## config.mk

```make
export PLATFORM = sky130hd
export DESIGN_NAME = frame_config_writer
export DESIGN_NICKNAME = d
export VERILOG_FILES = /design/src/rtl/fabric_cfg_pkg.sv /design/src/rtl/frame_strobe_decoder.sv /design/src/rtl/frame_config_writer.sv
export SDC_FILE = /design/constraint.sdc
export NUM_CORES = 1
export LEC_CHECK = 0
export ABC_AREA = 1
export BUFFER_PORTS_ARGS = -buffer_cell sky130_fd_sc_hd__buf_2
export CAP_MARGIN = 20
export CORE_ASPECT_RATIO = 0.8
export CORE_MARGIN = 1
export CORE_UTILIZATION = 45
export DETAILED_ROUTE_END_ITERATION = 6
export GPL_ROUTABILITY_DRIVEN = 1
export PLACE_DENSITY_LB_ADDON = 0.2
export RECOVER_POWER = 50
export SLEW_MARGIN = 5
export SYNTH_ARGS = -nofsm -noshare
export SYNTH_HDL_FRONTEND = slang
export SYNTH_HIERARCHICAL = 1
export SYNTH_SLANG_ARGS = --single-unit
```

## constraint.sdc

```tcl
create_clock -name CLK -period 1.5 [get_ports CLK]
set_input_delay 0.3 -clock CLK [delete_from_list [all_inputs] [get_ports CLK]]
set_output_delay 0.3 -clock CLK [all_outputs]
set_load 0.01 [all_outputs]
```

## src/rtl/fabric_cfg_pkg.sv

```systemverilog
// ----------------------------------------------------------------------------
// fabric_cfg_pkg
// Shared definitions for the configuration frame writer: command opcodes,
// header field positions, the writer state encoding and small header
// field extraction helpers.
// ----------------------------------------------------------------------------
package fabric_cfg_pkg;

    // Header opcodes (bits [OPC_MSB:OPC_LSB] of a header word)
    localparam logic [3:0] OP_WRITE_FRAME = 4'h1;
    localparam logic [3:0] OP_END         = 4'hF;

    // Header field positions
    localparam int OPC_MSB = 31;
    localparam int OPC_LSB = 28;
    localparam int IDX_MSB = 7;
    localparam int IDX_LSB = 0;

    localparam int OPC_W = OPC_MSB - OPC_LSB + 1;
    localparam int IDX_W = IDX_MSB - IDX_LSB + 1;

    typedef enum logic [2:0] {
        IDLE     = 3'd0,
        GET_DATA = 3'd1,
        SETUP    = 3'd2,
        STROBE   = 3'd3,
        HOLD     = 3'd4,
        DONE     = 3'd5
    } cfg_wr_state_t;

    function automatic logic [OPC_W-1:0] hdr_opcode(input logic [31:0] word);
        return word[OPC_MSB:OPC_LSB];
    endfunction

    function automatic logic [IDX_W-1:0] hdr_index(input logic [31:0] word);
        return word[IDX_MSB:IDX_LSB];
    endfunction

endpackage

```

## src/rtl/frame_strobe_decoder.sv

```systemverilog
// ----------------------------------------------------------------------------
// frame_strobe_decoder
// Registered index-to-one-hot decoder. The output register holds the one-hot
// code of idx_i when en_i was high on the previous rising edge; it is all
// zero when not enabled or when idx_i does not select any output.
//
// Ports:
//   clk_i     in   clock, rising edge
//   rst_ni    in   asynchronous active-low reset (clears the outputs)
//   en_i      in   enable for the next cycle's strobe
//   idx_i     in   IDX_W  output index to assert
//   strobe_o  out  NUM_OUT registered one-hot strobe
// ----------------------------------------------------------------------------
module frame_strobe_decoder #(
    parameter int NUM_OUT = 20,
    parameter int IDX_W   = 8
) (
    input  logic               clk_i,
    input  logic               rst_ni,
    input  logic               en_i,
    input  logic [IDX_W-1:0]   idx_i,
    output logic [NUM_OUT-1:0] strobe_o
);

    logic [NUM_OUT-1:0] strobe_d;
    logic [NUM_OUT-1:0] strobe_q;

    // An out-of-range index matches no output bit, so it decodes to zero.
    generate
        for (genvar gi = 0; gi < NUM_OUT; gi++) begin : g_dec
            assign strobe_d[gi] = en_i && (32'(idx_i) == gi);
        end
    endgenerate

    always_ff @(posedge clk_i or negedge rst_ni) begin
        if (!rst_ni) begin
            strobe_q <= '0;
        end else begin
            strobe_q <= strobe_d;
        end
    end

    assign strobe_o = strobe_q;

endmodule

```

## src/rtl/frame_config_writer.sv

```systemverilog
// ----------------------------------------------------------------------------
// frame_config_writer
// Consumes a stream of frame-write commands and drives the fabric's shared
// FrameData bus and one-hot FrameStrobe latch enables. Each frame goes through
// SETUP (data stable, strobe low), STROBE (STROBE_CYCLES cycles high) and
// HOLD (strobe low, data unchanged) so a latch is never open while its data
// moves.
//
// Ports:
//   CLK          in   clock, rising edge
//   resetn       in   asynchronous active-low reset
//   s_data       in   32 command/data word
//   s_valid      in   s_data valid
//   s_ready      out  word accepted on a rising edge with s_valid & s_ready
//   FrameData    out  FRAME_BITS frame contents
//   FrameStrobe  out  NUM_FRAMES one-hot latch enable
//   busy         out  frame write in SETUP/STROBE/HOLD
//   done         out  END received (sticky)
//   error        out  bad opcode or bad frame index seen (sticky)
//   frame_count  out  16 frames strobed since reset (wrapping)
//
// STROBE_CYCLES must lie in 1..15 (4-bit strobe counter).
// ----------------------------------------------------------------------------
module frame_config_writer
    import fabric_cfg_pkg::*;
#(
    parameter int FRAME_BITS    = 32,
    parameter int NUM_FRAMES    = 20,
    parameter int STROBE_CYCLES = 2
) (
    input  logic                  CLK,
    input  logic                  resetn,
    input  logic [31:0]           s_data,
    input  logic                  s_valid,
    output logic                  s_ready,
    output logic [FRAME_BITS-1:0] FrameData,
    output logic [NUM_FRAMES-1:0] FrameStrobe,
    output logic                  busy,
    output logic                  done,
    output logic                  error,
    output logic [15:0]           frame_count
);

    localparam logic [3:0] STROBE_LAST = 4'(STROBE_CYCLES - 1);

    cfg_wr_state_t         state_q, state_d;
    logic [IDX_W-1:0]      idx_q, idx_d;
    logic [3:0]            cnt_q, cnt_d;
    logic [FRAME_BITS-1:0] data_q, data_d;
    logic [15:0]           count_q, count_d;
    logic                  error_q, error_d;
    logic                  done_q, done_d;

    logic                  xfer;
    logic                  idx_in_range;
    logic                  strobe_en;

    // Handshake flags come from the state register only; s_valid never
    // reaches s_ready combinationally.
    assign s_ready = (state_q == IDLE) || (state_q == GET_DATA);
    assign busy    = (state_q == SETUP) || (state_q == STROBE) || (state_q == HOLD);
    assign xfer    = s_valid && s_ready;

    assign idx_in_range = (32'(idx_q) < NUM_FRAMES);

    // ---------------------------------------------------------------- FSM
    always_ff @(posedge CLK or negedge resetn) begin
        if (!resetn) begin
            state_q <= IDLE;
            idx_q   <= '0;
            cnt_q   <= '0;
            data_q  <= '0;
            count_q <= '0;
            error_q <= 1'b0;
            done_q  <= 1'b0;
        end else begin
            state_q <= state_d;
            idx_q   <= idx_d;
            cnt_q   <= cnt_d;
            data_q  <= data_d;
            count_q <= count_d;
            error_q <= error_d;
            done_q  <= done_d;
        end
    end

    always_comb begin
        state_d = state_q;
        idx_d   = idx_q;
        cnt_d   = cnt_q;
        data_d  = data_q;
        count_d = count_q;
        error_d = error_q;
        done_d  = done_q;

        unique case (state_q)
            IDLE: begin
                if (xfer) begin
                    if (hdr_opcode(s_data) == OP_WRITE_FRAME) begin
                        idx_d   = hdr_index(s_data);
                        state_d = GET_DATA;
                    end else if (hdr_opcode(s_data) == OP_END) begin
                        done_d  = 1'b1;
                        state_d = DONE;
                    end else begin
                        // Illegal opcode: word dropped, next word is a header
                        error_d = 1'b1;
                    end
                end
            end

            GET_DATA: begin
                if (xfer) begin
                    // Data is captured even for a bad index; only the strobe
                    // is suppressed.
                    data_d = s_data[FRAME_BITS-1:0];
                    if (idx_in_range) begin
                        state_d = SETUP;
                    end else begin
                        error_d = 1'b1;
                        state_d = IDLE;
                    end
                end
            end

            SETUP: begin
                cnt_d   = '0;
                state_d = STROBE;
            end

            STROBE: begin
                if (cnt_q == STROBE_LAST) begin
                    state_d = HOLD;
                end else begin
                    cnt_d = cnt_q + 4'd1;
                end
            end

            HOLD: begin
                count_d = count_q + 16'd1;
                state_d = IDLE;
            end

            DONE: begin
                state_d = DONE;
            end

            default: begin
                state_d = IDLE;
            end
        endcase
    end

    // The decoder registers its output, so enabling it from the next state
    // makes FrameStrobe high exactly while state_q is STROBE.
    assign strobe_en = (state_d == STROBE);

    frame_strobe_decoder #(
        .NUM_OUT (NUM_FRAMES),
        .IDX_W   (IDX_W)
    ) u_strobe_dec (
        .clk_i    (CLK),
        .rst_ni   (resetn),
        .en_i     (strobe_en),
        .idx_i    (idx_q),
        .strobe_o (FrameStrobe)
    );

    assign FrameData   = data_q;
    assign frame_count = count_q;
    assign error       = error_q;
    assign done        = done_q;

endmodule

```

* Yosys cells after proc, flatten, opt, wreduce, memory -nomap -nowiden *
Index checks and enable logic that the tools add are counted.

operators by class
  $add $sub $neg = 2
  $lt $le $gt $ge = 1
  eq/ne operators = 34
  mux-type cells = 15
  bitwise logic cells = 1
  reductions and logical operators = 33

operators by type and width
  cell                                                 number
  == test 8 x 4 -> 1 bit (second input constant)       8
  == test 8 x 3 -> 1 bit (second input constant)       4
  == test 8 x 5 -> 1 bit (second input constant)       4
  logical AND 1 bit                                    21
  adder 16 x 1 -> 16 bit (second input constant)       1
  == test 8 x 2 -> 1 bit (second input constant)       2
  two-way mux 3 bit                                    5
  one-hot mux 3 bit (5 select lines)                   1
  inequality test 2 bit (second input constant)        6
  == test 3 x 2 -> 1 bit (second input constant)       3
  == test 4 x 1 -> 1 bit (second input constant)       2
  == test 8 x 1 -> 1 bit (second input constant)       1
  zero test 8 bit                                      1
  < comparator 8 x 5 -> 1 bit (second input constant)  1
  one-hot mux 4 bit (2 select lines)                   1
  == test 3 bit (second input constant)                2
  AND reduction 6 bit                                  1
  two-way mux 1 bit                                    5
  adder 4 x 1 -> 4 bit (second input constant)         1
  == test 4 bit (second input constant)                1
  two-way mux 4 bit                                    1
  AND reduction 2 bit                                  2
  AND reduction 4 bit                                  1
  nonzero test 2 bit                                   2
  7 further kinds                                      9

storage, ports and cells
  register bits after elaboration = 85
  bits of input ports = 35
  output and inout port bits = 72

* Depth between registers and ports, before layout *
Gate-level depths: netlist of run 1.

  depth after elaboration = 7
  depth in mapped cells = 8
  depth with buffers taken out = 8

* Modules after synthesis *
The synthesis of run 1 kept the hierarchy.

modules (own cells, without submodules)
  module                instances  cells an instance  area an instance (µm²)  seq. area each (µm²)
  frame_config_writer   1          277                2864.0                  1626.6
  frame_strobe_decoder  1          61                 691.9                   500.5

* Worst setup path before layout of run 1 *
No wires, ideal clock.

  path type = register to register
  start point = register state_q[2]
  end point = register u_strobe_dec.strobe_q[3] (netlist: u_strobe_dec/strobe_o[3])
  arrival = 1487 ps
  data required time = 1413 ps
  setup slack = -74 ps
  stages on the path, launching flop included = 8
  buffers on the path = 0
  cell sequence = dfrtp_1 -> inv_1 -> nand2_1 -> nor2_1 -> nand2_1 -> o21ai_1 -> nand3_1 -> nor3_1

on the way
  word-level cells in the longest chain between the ends = 7
  elaborated cells on any way between the ends = 15

RTL lines
  what                                                       RTL line                                               source
  from (decl)                                                frame_config_writer.sv:46                              cfg_wr_state_t state_q, state_d;
  from (signal assigned)                                     frame_config_writer.sv:77                              state_q <= state_d;
  == test 3 x 1 -> 1 bit or zero test 3 bit (tied branches)  frame_config_writer.sv:60, frame_config_writer.sv:96
  logical OR 1 bit                                           frame_config_writer.sv:60                              assign s_ready = (state_q == IDLE) || (state_q == GET_DATA);
  logical AND 1 bit                                          frame_config_writer.sv:62                              assign xfer = s_valid && s_ready;
  two-way mux 3 bit (on tied branches)                       frame_config_writer.sv:113, frame_config_writer.sv:98
  one-hot mux 3 bit (5 select lines) (*)                     frame_config_writer.sv:96                              unique case (state_q)
  == test 3 x 2 -> 1 bit (*)                                 frame_config_writer.sv:156                             assign strobe_en = (state_d == STROBE);
  via strobe_en                                              frame_config_writer.sv:56                              logic strobe_en;
  logical AND 1 bit (*)                                      frame_strobe_decoder.sv:31                             assign strobe_d[gi] = en_i && (32'(idx_i) == gi);
  via u_strobe_dec.strobe_d[3]                               frame_strobe_decoder.sv:25                             logic [NUM_OUT-1:0] strobe_d;
  to (signal assigned)                                       frame_strobe_decoder.sv:39                             strobe_q <= strobe_d;
  to (decl)                                                  frame_strobe_decoder.sv:26                             logic [NUM_OUT-1:0] strobe_q;

The timed path passes the listed nets; every way through them passes the cells marked *.
A chain may end at the register's enable or synchronous reset.

* Final worst setup path of run 1 *
  start point = register state_q[0]
  end point = register data_q[25] (netlist: FrameData[25])

on the way
  word-level cells in the longest chain between the ends = 4
  elaborated cells on any way between the ends = 5

RTL lines
  what                                                       RTL line                                              source
  == test 3 x 1 -> 1 bit or zero test 3 bit (tied branches)  frame_config_writer.sv:60, frame_config_writer.sv:96
  logical OR 1 bit                                           frame_config_writer.sv:60
  logical AND 1 bit                                          frame_config_writer.sv:62
  AND reduction 2 bit (no source line) (*)                   -
  to (signal assigned)                                       frame_config_writer.sv:80                             data_q <= data_d;
  to (decl)                                                  frame_config_writer.sv:49                             logic [FRAME_BITS-1:0] data_q, data_d;

Mark *: on every way between the ends. The rest lies on a longest branch, timed or not.

==> results of run 1 <==
## per-stage QoR
stage	area [sq um]	std cells
after floorplan	3560	338
after global placement	4290	555
after detailed placement	4290	555
after CTS	4510	574
after global routing	4740	583
final	4740	583
## synthesized netlist by cell type, types with 6 or more instances
master   count  area share, %
dfrtp_1     85             60
nand2_1     67            7.1
inv_1       37            3.9
nor2_1      26            2.7
mux2_2      18            5.7
nor3_1      17            2.4
o21ai_0     16            2.3
nand3_1     13            1.8
mux2_4       8            3.4
nand4_1      8            1.4
xnor2_1      7            1.7
a21oi_1      6           0.84
xor2_1       6            1.5
## flip-flops by register name (all words and copies together), names as in the netlist
register / count
state_q: 3
done: 1
u_strobe_dec/strobe_o: 20
frame_count: 16
idx_q: 8
error: 1
FrameData: 32
cnt_q: 4
## how the worst max path moves through the flow
stage                          start                        end  slack (ns)
after global routing      state_q[1]                    s_ready       -0.10
after detailed placement    cnt_q[1]  u_strobe_dec/strobe_o[10]       0.002
final                     state_q[0]              FrameData[25]       -0.05
after CTS                 state_q[0]                    s_ready       -0.06
after floorplan           state_q[2]   u_strobe_dec/strobe_o[3]        0.05
after global placement      cnt_q[1]  u_strobe_dec/strobe_o[10]        0.05
## critical path, delay by kind of cell, from the launching register on
family | cells | cell delay (ns)
buf+inv | 3 | 0.44
flops | 1 | 0.42
mux | 1 | 0.30
simple gates | 2 | 0.27
## layout by cell type (no fill, tap or decap), types with 2 or more instances in the layout
cell,n
buf_2,105
clkbuf_8,9
nand3_4,3
clkbuf_1,2
xnor2_1,7
a21oi_1,6
nand2_4,2
buf_6,3
mux2_4,10
xor2_1,6
ha_1,3
nor3_2,11
clkbuf_16,2
clkbuf_2,3
nor2_2,5
clkinv_2,2
nor3_1,6
nand4_1,8
dfrtp_2,2
mux2_2,16
inv_2,2
buf_4,15
nand2_2,4
nor2_4,3
buf_12,2
nand3_1,9
dfrtp_1,83
o21ai_0,16
nand2_1,62
nor2_1,23
nand3_2,2
inv_1,35
o22ai_1,3
## what timing repair did
action / 4_1_cts / 5_1_grt
setup endpoints to repair: 5 / 56
endpoints found under the hold margin: 24 / 0
pin swaps: 2 / 8
hold buffers: 1 / 0
cloned: 0 / 2
buffers inserted: 3 / 7
resized for setup: 9 / 30
## power groups by stage
stage	Combinational [uW]	Clock [uW]	Sequential, uW
floorplan	1070	0	3500
finish	2460	1360	3330
detailed placement	2130	0	3310
global route	2700	1500	3400
global placement	2070	0	3280
CTS	2220	1410	3290
## per-layer routing
metal	GRT usage, %	up-vias
met2	30.7	90
li1	-	1360
met3	6.89	9
met5	0	-
met1	26.9	1318
met4	4.78	0
## cell type report
cell class / instances / area [sq um]
fillers: 636 / 2790
flip-flops and latches: 85 / 2130
multi-input cells: 209 / 1390
repair buffers: 131 / 787
inverters: 38 / 145
clock buffers: 11 / 131
well taps: 105 / 131
clock inverters: 4 / 26.3
## cells by family after synthesis
| group | synth area share, % |
|---|---|
| buffers and inverters | 5.42 |
| DFF | 59.8 |
| muxes | 9.08 |
| adders and majority gates | 1.06 |
| AOI/OAI and AO/OA | 4.19 |
| xor gates and xnor gates | 3.20 |
| and+or+nand+nor | 17.2 |
==> impl_metrics.tcl, run 1 <==
set metrics [dict create \
    p_total_uw 7150 \
    period_share_pct 103 \
    ys_types 28 \
    synth_fp_nets 376 \
    p_per_area_nw_per_um2 1510 \
    avgSynthCellArea_sq_um 10.5 \
    start_util_pct 47.2 \
    worst_r2r_path_depth 6 \
    wl_met3_um 437 \
    overflow 0 \
    drv.max_cap_violation_count 0 \
    intPower_uw 4650 \
    cts_made_buffers 9 \
    grt_usage_pct 19.8 \
    ys_ff_latch 85 \
    hold-worst-slack_ns 0.173 \
    dp_hpwl_mm 5.67 \
    min_from "s_data[10]" \
    ant_nets 0 \
    status "complete, but fails checks" \
    ioPinCount 107 \
    avgViaCountPerCell 4.76 \
    cp-start-kind "flop" \
    max_freq_ghz 0.645 \
    pwr-share-clk_pct 19.1 \
    htree_num_levels 3 \
    rows 28 \
    fp.dieArea_sq_um 8260 \
    p_leak_uw 0.00247 \
    rrSetupSlack_ns -0.05 \
    final-max-slew-violation-count 0 \
    syn_area_sq_um 3560 \
    setup_viol 19 \
    vias 2777 \
    slowest_stage "dfrtp_2" \
    design.core.area_sq_um 7530 \
    utilization_pct 62.9 \
    met1_length_mm 3.95 \
    grt_pass1_vias 2628 \
    routabilityCongestion 0.771 \
    grt_max_degree 39 \
    ys_seq_area_share_pct 59.8 \
    tightest_slew_ns 0.727 \
    clock-sinks 85 \
    peakVddDrop_mv 0.817 \
    finalSetupTns_ns -0.566 \
    clock_skew_ns 0.0129 \
    slew_headroom_pct 51.6 \
    holdPathStages 2 \
    topRoutingLayerUsed "met4" \
    antenna_found_initial 0 \
    cts_buffer_depth 2 \
    drt-total-wl_mm 8.27 \
    r2r-end "FrameData[25]" \
    worstPathArrival_ns 1.78 \
    clk_latency_ns 0.35 \
    drive_above_1_share_pct 43.1 \
    rr_startpoint "state_q[0]" \
    power.switching_uw 2500 \
    area_growth_pct 33.3 \
    post-place-ws_ns 0.00160 \
    hold_end "FrameData[10]" \
    post-route-drc-count 0 \
    clkTransAtPathRegs_ns 0.09 \
    syn_inst 338 \
    switching_share_pct 34.9 \
    dieWidth_um 101 \
    power.share.sequential_pct 46.5 \
    hp-class "primary input to flop" \
    yosysWarningCount 6 \
    diodes 0 \
    cts_root_buffer "clkbuf_8" \
    ys.flop_type "dfrtp_1" \
    synth_edf_count 0 \
    wire_per_inst_um 14.2 \
    critPathKind "flop to flop" \
    crit_chain "inv_4, nor2_4, buf_4, nand3_2, clkbuf_16, mux2_4" \
    layout.nets 512 \
    pwr-share-comb_pct 34.4 \
    grt_setup_unrepaired "true" \
    hold_viol_final 0 \
    io_buffers 106 \
    end_kind "flop" \
    critPathMaxStageDelay_ns 0.42 \
    required_ns 1.73 \
    met2RoutedLength_mm 3.79 \
    synthArstFlopShare_pct 100 \
    fin_ws_ns -0.0507 \
    grt_pass1_wl_mm 12.3 \
    die_h_um 81.5 \
    violations "negative setup slack" \
    cp_max_fo 15 \
    drtIter0Drc 109 \
    cts_tree "done" \
    min_period_ns 1.55 \
    drt_first_pass_iters 4 \
]
No activity file was read; power rests on OpenSTA's default activity.
==> run 2, diff against run 1 <==
ABC_AREA = unset   (was 1)
==> run 2 against run 1 <==
Effect of this change:
- the run still ends with negative setup slack left
- clock skew is 0.0047 ns lower
- final area is 5.1% higher
- flip-flop and latch count unchanged
- clock-buffer cell count is 1 lower
- critical path type unchanged
- critical endpoint is now u_strobe_dec/strobe_o[0]
- largest cell class unchanged
- largest power group is now combinational cells
==> impl_metrics.tcl, run 2 <==
set metrics [dict create \
    grt_pass1_wl_mm 12.0 \
    stdcell_area_sq_um 4980 \
    final-max-slew-violation-count 0 \
    yosysMostFrequentCell "dfrtp_1" \
    grt_pass1_vias 2544 \
    setup_viol 60 \
    synth_top_area_share_pct 62.4 \
    drt_first_pass_iters 4 \
    synth_edf_count 0 \
    vias 2548 \
    cp-start-kind "flop" \
    ys_ff_latch 85 \
    overflow 0 \
    hold_viol_final 0 \
    cts_buffer_depth 2 \
    yosys-top-cells-count "dfrtp_1, mux2_2, nor3_1" \
    cts_root_buffer "clkbuf_8" \
    fp.dieArea_sq_um 7930 \
    drv.max_cap_violation_count 0 \
    clock-sinks 85 \
    synth_fp_nets 287 \
    ioPinCount 107 \
    post-route-drc-count 0 \
    yosysTopAreaCell "dfrtp_1" \
    rows 27 \
    dp_cells 461 \
    clock_skew_ns 0.00816 \
    routabilityCongestion 0.785 \
    area_growth_pct 46.1 \
    wire_per_inst_um 15.5 \
    max_freq_ghz 0.589 \
    die_h_um 79.8 \
    status "complete, but fails checks" \
    mostFrequentLayoutCells "buf_2, dfrtp_1, mux2_4" \
    syn_area_sq_um 3410 \
    synthArstFlopShare_pct 100 \
    slowest_stage "or3b_4" \
    drtIter0Drc 115 \
    min_period_ns 1.70 \
    cts_tree "done" \
    antenna_found_initial 0 \
    final_common_cell "buf_2" \
    yosysWarningCount 6 \
    cts_made_buffers 9 \
    avgSynthCellArea_sq_um 13.7 \
    cp_max_fo 5 \
    synth_fa_ha_area_share_pct 1.10 \
    clkTransAtPathRegs_ns 0.09 \
    critPathKind "flop to flop" \
    syn_inst 249 \
    clk_latency_ns 0.35 \
    tightest_slew_ns 0.747 \
    ys_types 40 \
    io_buffers 106 \
    p_total_uw 9460 \
    grt_usage_pct 19.8 \
    p_per_area_nw_per_um2 1900 \
    dieWidth_um 99.3 \
    post-place-ws_ns -0.345 \
    synth_top_family_by_area "multiplexers" \
    p_leak_uw 0.00253 \
    grt_max_degree 86 \
    fillCellCount 521 \
    avgViaCountPerCell 5.13 \
    synthSimpleGateAreaFrac_pct 13.3 \
    critPathMaxStageDelay_ns 0.44 \
    drt-total-wl_mm 7.69 \
    hp-class "primary input to flop" \
    fin_ws_ns -0.199 \
    peakVddDrop_mv 1.12 \
    diodes 0 \
    largest_reg_flops 32 \
    placedInstanceArea_sq_um 4270 \
    period_share_pct 113 \
    design.core.area_sq_um 7090 \
    drive_above_1_share_pct 60.2 \
    crit_family "simple AND/OR/NAND/NOR gates" \
    worstPathArrival_ns 1.95 \
    dp_hpwl_mm 4.88 \
    ant_nets 0 \
    ys.flop_type "dfrtp_1" \
    grt_setup_unrepaired "true" \
    htree_num_levels 3 \
    finalNonFillerCells 497 \
    slew_headroom_pct 50.2 \
    critPathBufInv 1 \
    synth-xor-area-share_pct 3.85 \
    synth_area_leaders "dfrtp_1, mux2_2, mux2_4" \
    start_util_pct 48.0 \
    crit_chain "ha_4, nor3b_4, a21o_1, inv_2, or3b_4, nor4_2" \
    layout.nets 443 \
    synth_mux_area_share_pct 14.4 \
    ys_seq_area_share_pct 62.4 \
    required_ns 1.75 \
    end_kind "flop" \
    synth_compound_area_share_pct 2.64 \
    violations "negative setup slack" \
]
==> run 2: cell families after synthesis <==
logic type | Yosys count
AOI/OAI and AO/OA | 13
xor gates and xnor gates | 15
adders and majority gates | 3
buffers and inverters | 15
DFF | 85
muxes | 41
and+or+nand+nor | 77
==> run 2: worst paths after layout <==
check / slack (ns) / endpoint / startpoint / depth (start not counted)
worst min register to register: 0.46 / done / done / 1
worst max register to register: -0.20 / u_strobe_dec/strobe_o[0] / cnt_q[0] / 6
min in group asynchronous: 0.64 / u_strobe_dec/strobe_o[10] / resetn / 3
worst max-delay path: -0.20 / u_strobe_dec/strobe_o[0] / cnt_q[0] / 6
worst min-delay path: 0.17 / FrameData[17] / s_data[17] / 2
max in group asynchronous: 0.31 / state_q[1] / resetn / 3
==> run 2: worst reg2reg max path, delay by kind of cell (launching register included) <==
family,cells,cell delay [ns]
fa+ha+maj,1,0.17
compound gates,1,0.18
simple gates,3,0.76
flops,1,0.41
buf+inv,1,0.09
==> run 2: stage by stage <==
step	hold slack, ns	TNS, ns	utilization (%)
after floorplan	0.00441	-2.78	-
after global placement	0.371	-5.42	60.2
after detailed placement	0.370	-5.72	60.2
after CTS	0.155	-4.22	66.0
after global routing	0.156	-9.09	70.2
final	0.168	-4.89	70.2
==> run 2: layout make-up <==
| type | count | area [sq um] | share of cell area (%) |
|---|---|---|---|
| multi-input cells | 149 | 1510 | 30.3 |
| inverters | 6 | 25.0 | 0.503 |
| clock inverters | 6 | 62.6 | 1.26 |
| repair buffers | 154 | 1010 | 20.3 |
| flip-flops and latches | 85 | 2130 | 42.7 |
| well taps | 87 | 109 | 2.19 |
| clock buffers | 10 | 138 | 2.76 |
==> run 2: power by group <==
part / switching (uW) / internal, uW
Clock: 800 / 812
Sequential: 474 / 2990
Combinational: 1920 / 2460
==> run 2: timing repair <==
item | CTS | global route
gates cloned | 1 | 3
buffers inserted | 11 | 6
endpoints found under the hold margin | 85 | 0
hold buffers | 1 | 0
pin swaps | 12 | 10
gates resized for setup | 32 | 52
endpoints found under the setup margin | 74 | 78
==> run 2: metal layers <==
layer  GRT usage, %  routed length [um]  part of all wire [%]  vias to the layer above
li1               -                   -                     -                     1202
met2           33.1                3760                    49                       79
met1           23.9                3360                    44                     1255
met5              0                   0                     0                        -
met4           8.82                 138                   1.8                        0
met3           5.69                 437                   5.7                       12
==> run 3, diff against run 2 <==
CORE_UTILIZATION = 25   (was 45)
TNS_END_PERCENT = 5   (was unset)
==> run 3 against run 2 <==
Effect of this change:
- the run still ends with negative setup slack left
- maximum frequency increased by 1.5%
- wire length increased by 0.40%
- sequential power decreased by 1%
- clock skew increased by 0.00057 ns
- clock power increased by 37%
- flip-flop and latch count unchanged
- sequential share of layout area increased by 0.75 points
- cell count increased by 16%
- critical endpoint unchanged
- highest routed layer unchanged
==> impl_metrics.tcl, run 3 (synthesis results as in run 2) <==
set metrics [dict create \
    status "complete, but fails checks" \
    violations "negative setup slack" \
    final-max-slew-violation-count 0 \
    utilization_pct 37.5 \
    rrSetupSlack_ns -0.17 \
    cts_made_buffers 9 \
    intPower_uw 6090 \
    drive_above_1_share_pct 56.3 \
    routabilityCongestion 0.718 \
    period_share_pct 112 \
    finalSetupTns_ns -2.66 \
    min_period_ns 1.67 \
    grt_setup_unrepaired "true" \
    grt_usage_pct 11.4 \
    end_kind "flop" \
    largest_reg_flops 32 \
    mostFrequentLayoutCells "buf_2, dfrtp_1, buf_4" \
    setup_viol 50 \
    post-route-drc-count 0 \
    slew_headroom_pct 57.0 \
    switching_share_pct 33.9 \
    tightest_slew_ns 0.645 \
    clock_skew_ns 0.00872 \
    post-place-ws_ns -0.369 \
    rows 37 \
    p_per_area_nw_per_um2 1880 \
    drtIter0Drc 61 \
    drt-total-wl_mm 7.72 \
    cts_buffer_depth 2 \
    worstPathArrival_ns 1.91 \
    ant_nets 0 \
    area_growth_pct 43.7 \
    clk_latency_ns 0.34 \
    cts_root_buffer "clkbuf_16" \
    fp.dieArea_sq_um 14100 \
    start_util_pct 26.1 \
    cp_max_fo 5 \
    clock-sinks 85 \
    grt_pass1_wl_mm 12.5 \
    dieWidth_um 133 \
    htree_num_levels 3 \
    drt_first_pass_iters 4 \
    layout.nets 436 \
    pwr-share-clk_pct 23.9 \
    hold_viol_final 0 \
    final_common_cell "buf_2" \
    grt_max_degree 34 \
    die_h_um 106 \
    p_leak_uw 0.00241 \
    dp_hpwl_mm 5.56 \
    required_ns 1.74 \
    grt_pass1_vias 2432 \
    hp-class "primary input to flop" \
    critPathKind "flop to flop" \
    pwr-share-comb_pct 39.0 \
    overflow 0 \
    clkTransAtPathRegs_ns 0.07 \
    design.core.area_sq_um 13100 \
    power.share.sequential_pct 37.1 \
    io_buffers 106 \
    wire_per_inst_um 13.4 \
    antenna_found_initial 0 \
    peakVddDrop_mv 0.831 \
    fillCellCount 1311 \
    ioPinCount 107 \
    max_freq_ghz 0.597 \
    power.switching_uw 3120 \
    vias 2465 \
    cts_tree "done" \
    fin_ws_ns -0.174 \
    cp-start-kind "flop" \
    avgViaCountPerCell 4.26 \
    drv.max_cap_violation_count 0 \
    diodes 0 \
]
[run 3: power groups by stage]
stage               registers, uW  logic [uW]  clock network, uW
CTS                          3410        3410               2300
detailed placement           3410        3270                  0
global route                 3530        3880               2390
global placement             3410        3210                  0
floorplan                    3700        1540                  0
finish                       3420        3590               2200
[run 3: metal layers]
layer	track usage [%]	up-vias	wire, um
met3	3.67	5	400
met1	14.9	1208	3510
met2	17.4	66	3740
met4	4.68	0	82
li1	-	1186	-
met5	0	-	0
[run 3: metrics by stage]
step	total power, uW	instances	area, sq um	hold slack [ns]
finish	9220	578	4900	0.195
global route	9800	578	4900	0.175
CTS	9120	575	4810	0.179
detailed placement	6680	555	4420	0.165
global placement	6610	555	4420	0.162
floorplan	5240	249	3430	0.00441
[run 3: final timing paths]
kind,start,end,cells after the start
max,cnt_q[0],u_strobe_dec/strobe_o[0],6
min,s_data[25],FrameData[25],2
max reg2reg,cnt_q[0],u_strobe_dec/strobe_o[0],6
min reg2reg,done,done,1
max in group asynchronous,resetn,state_q[1],3
min in group asynchronous,resetn,FrameData[8],2
[run 3: what timing repair did]
item,CTS,global route
endpoints found under the setup margin,77,77
hold endpoints to repair,9,0
gates resized for setup,16,22
hold buffers,1,0
buffers inserted,3,3
cloned,0,0
pin swaps,4,2
[run 3: area by class of cell]
class / instances / area [sq um] / area share [%]
Clock inverter: 7 / 73.8 / 1.51
Clock buffer: 9 / 225 / 4.60
Multi-Input combinational cell: 149 / 1340 / 27.3
Tap cell: 175 / 219 / 4.47
Inverter: 6 / 22.5 / 0.460
Timing Repair Buffer: 147 / 888 / 18.1
Sequential cell: 85 / 2130 / 43.5
[run 3: worst max-delay path, stage by stage, from the launching register on]
cell	delay, ns
dfrtp_1	0.41
ha_4	0.16
nor3b_4	0.14
a21o_1	0.17
inv_2	0.09
or3b_4	0.43
nor4_2	0.17
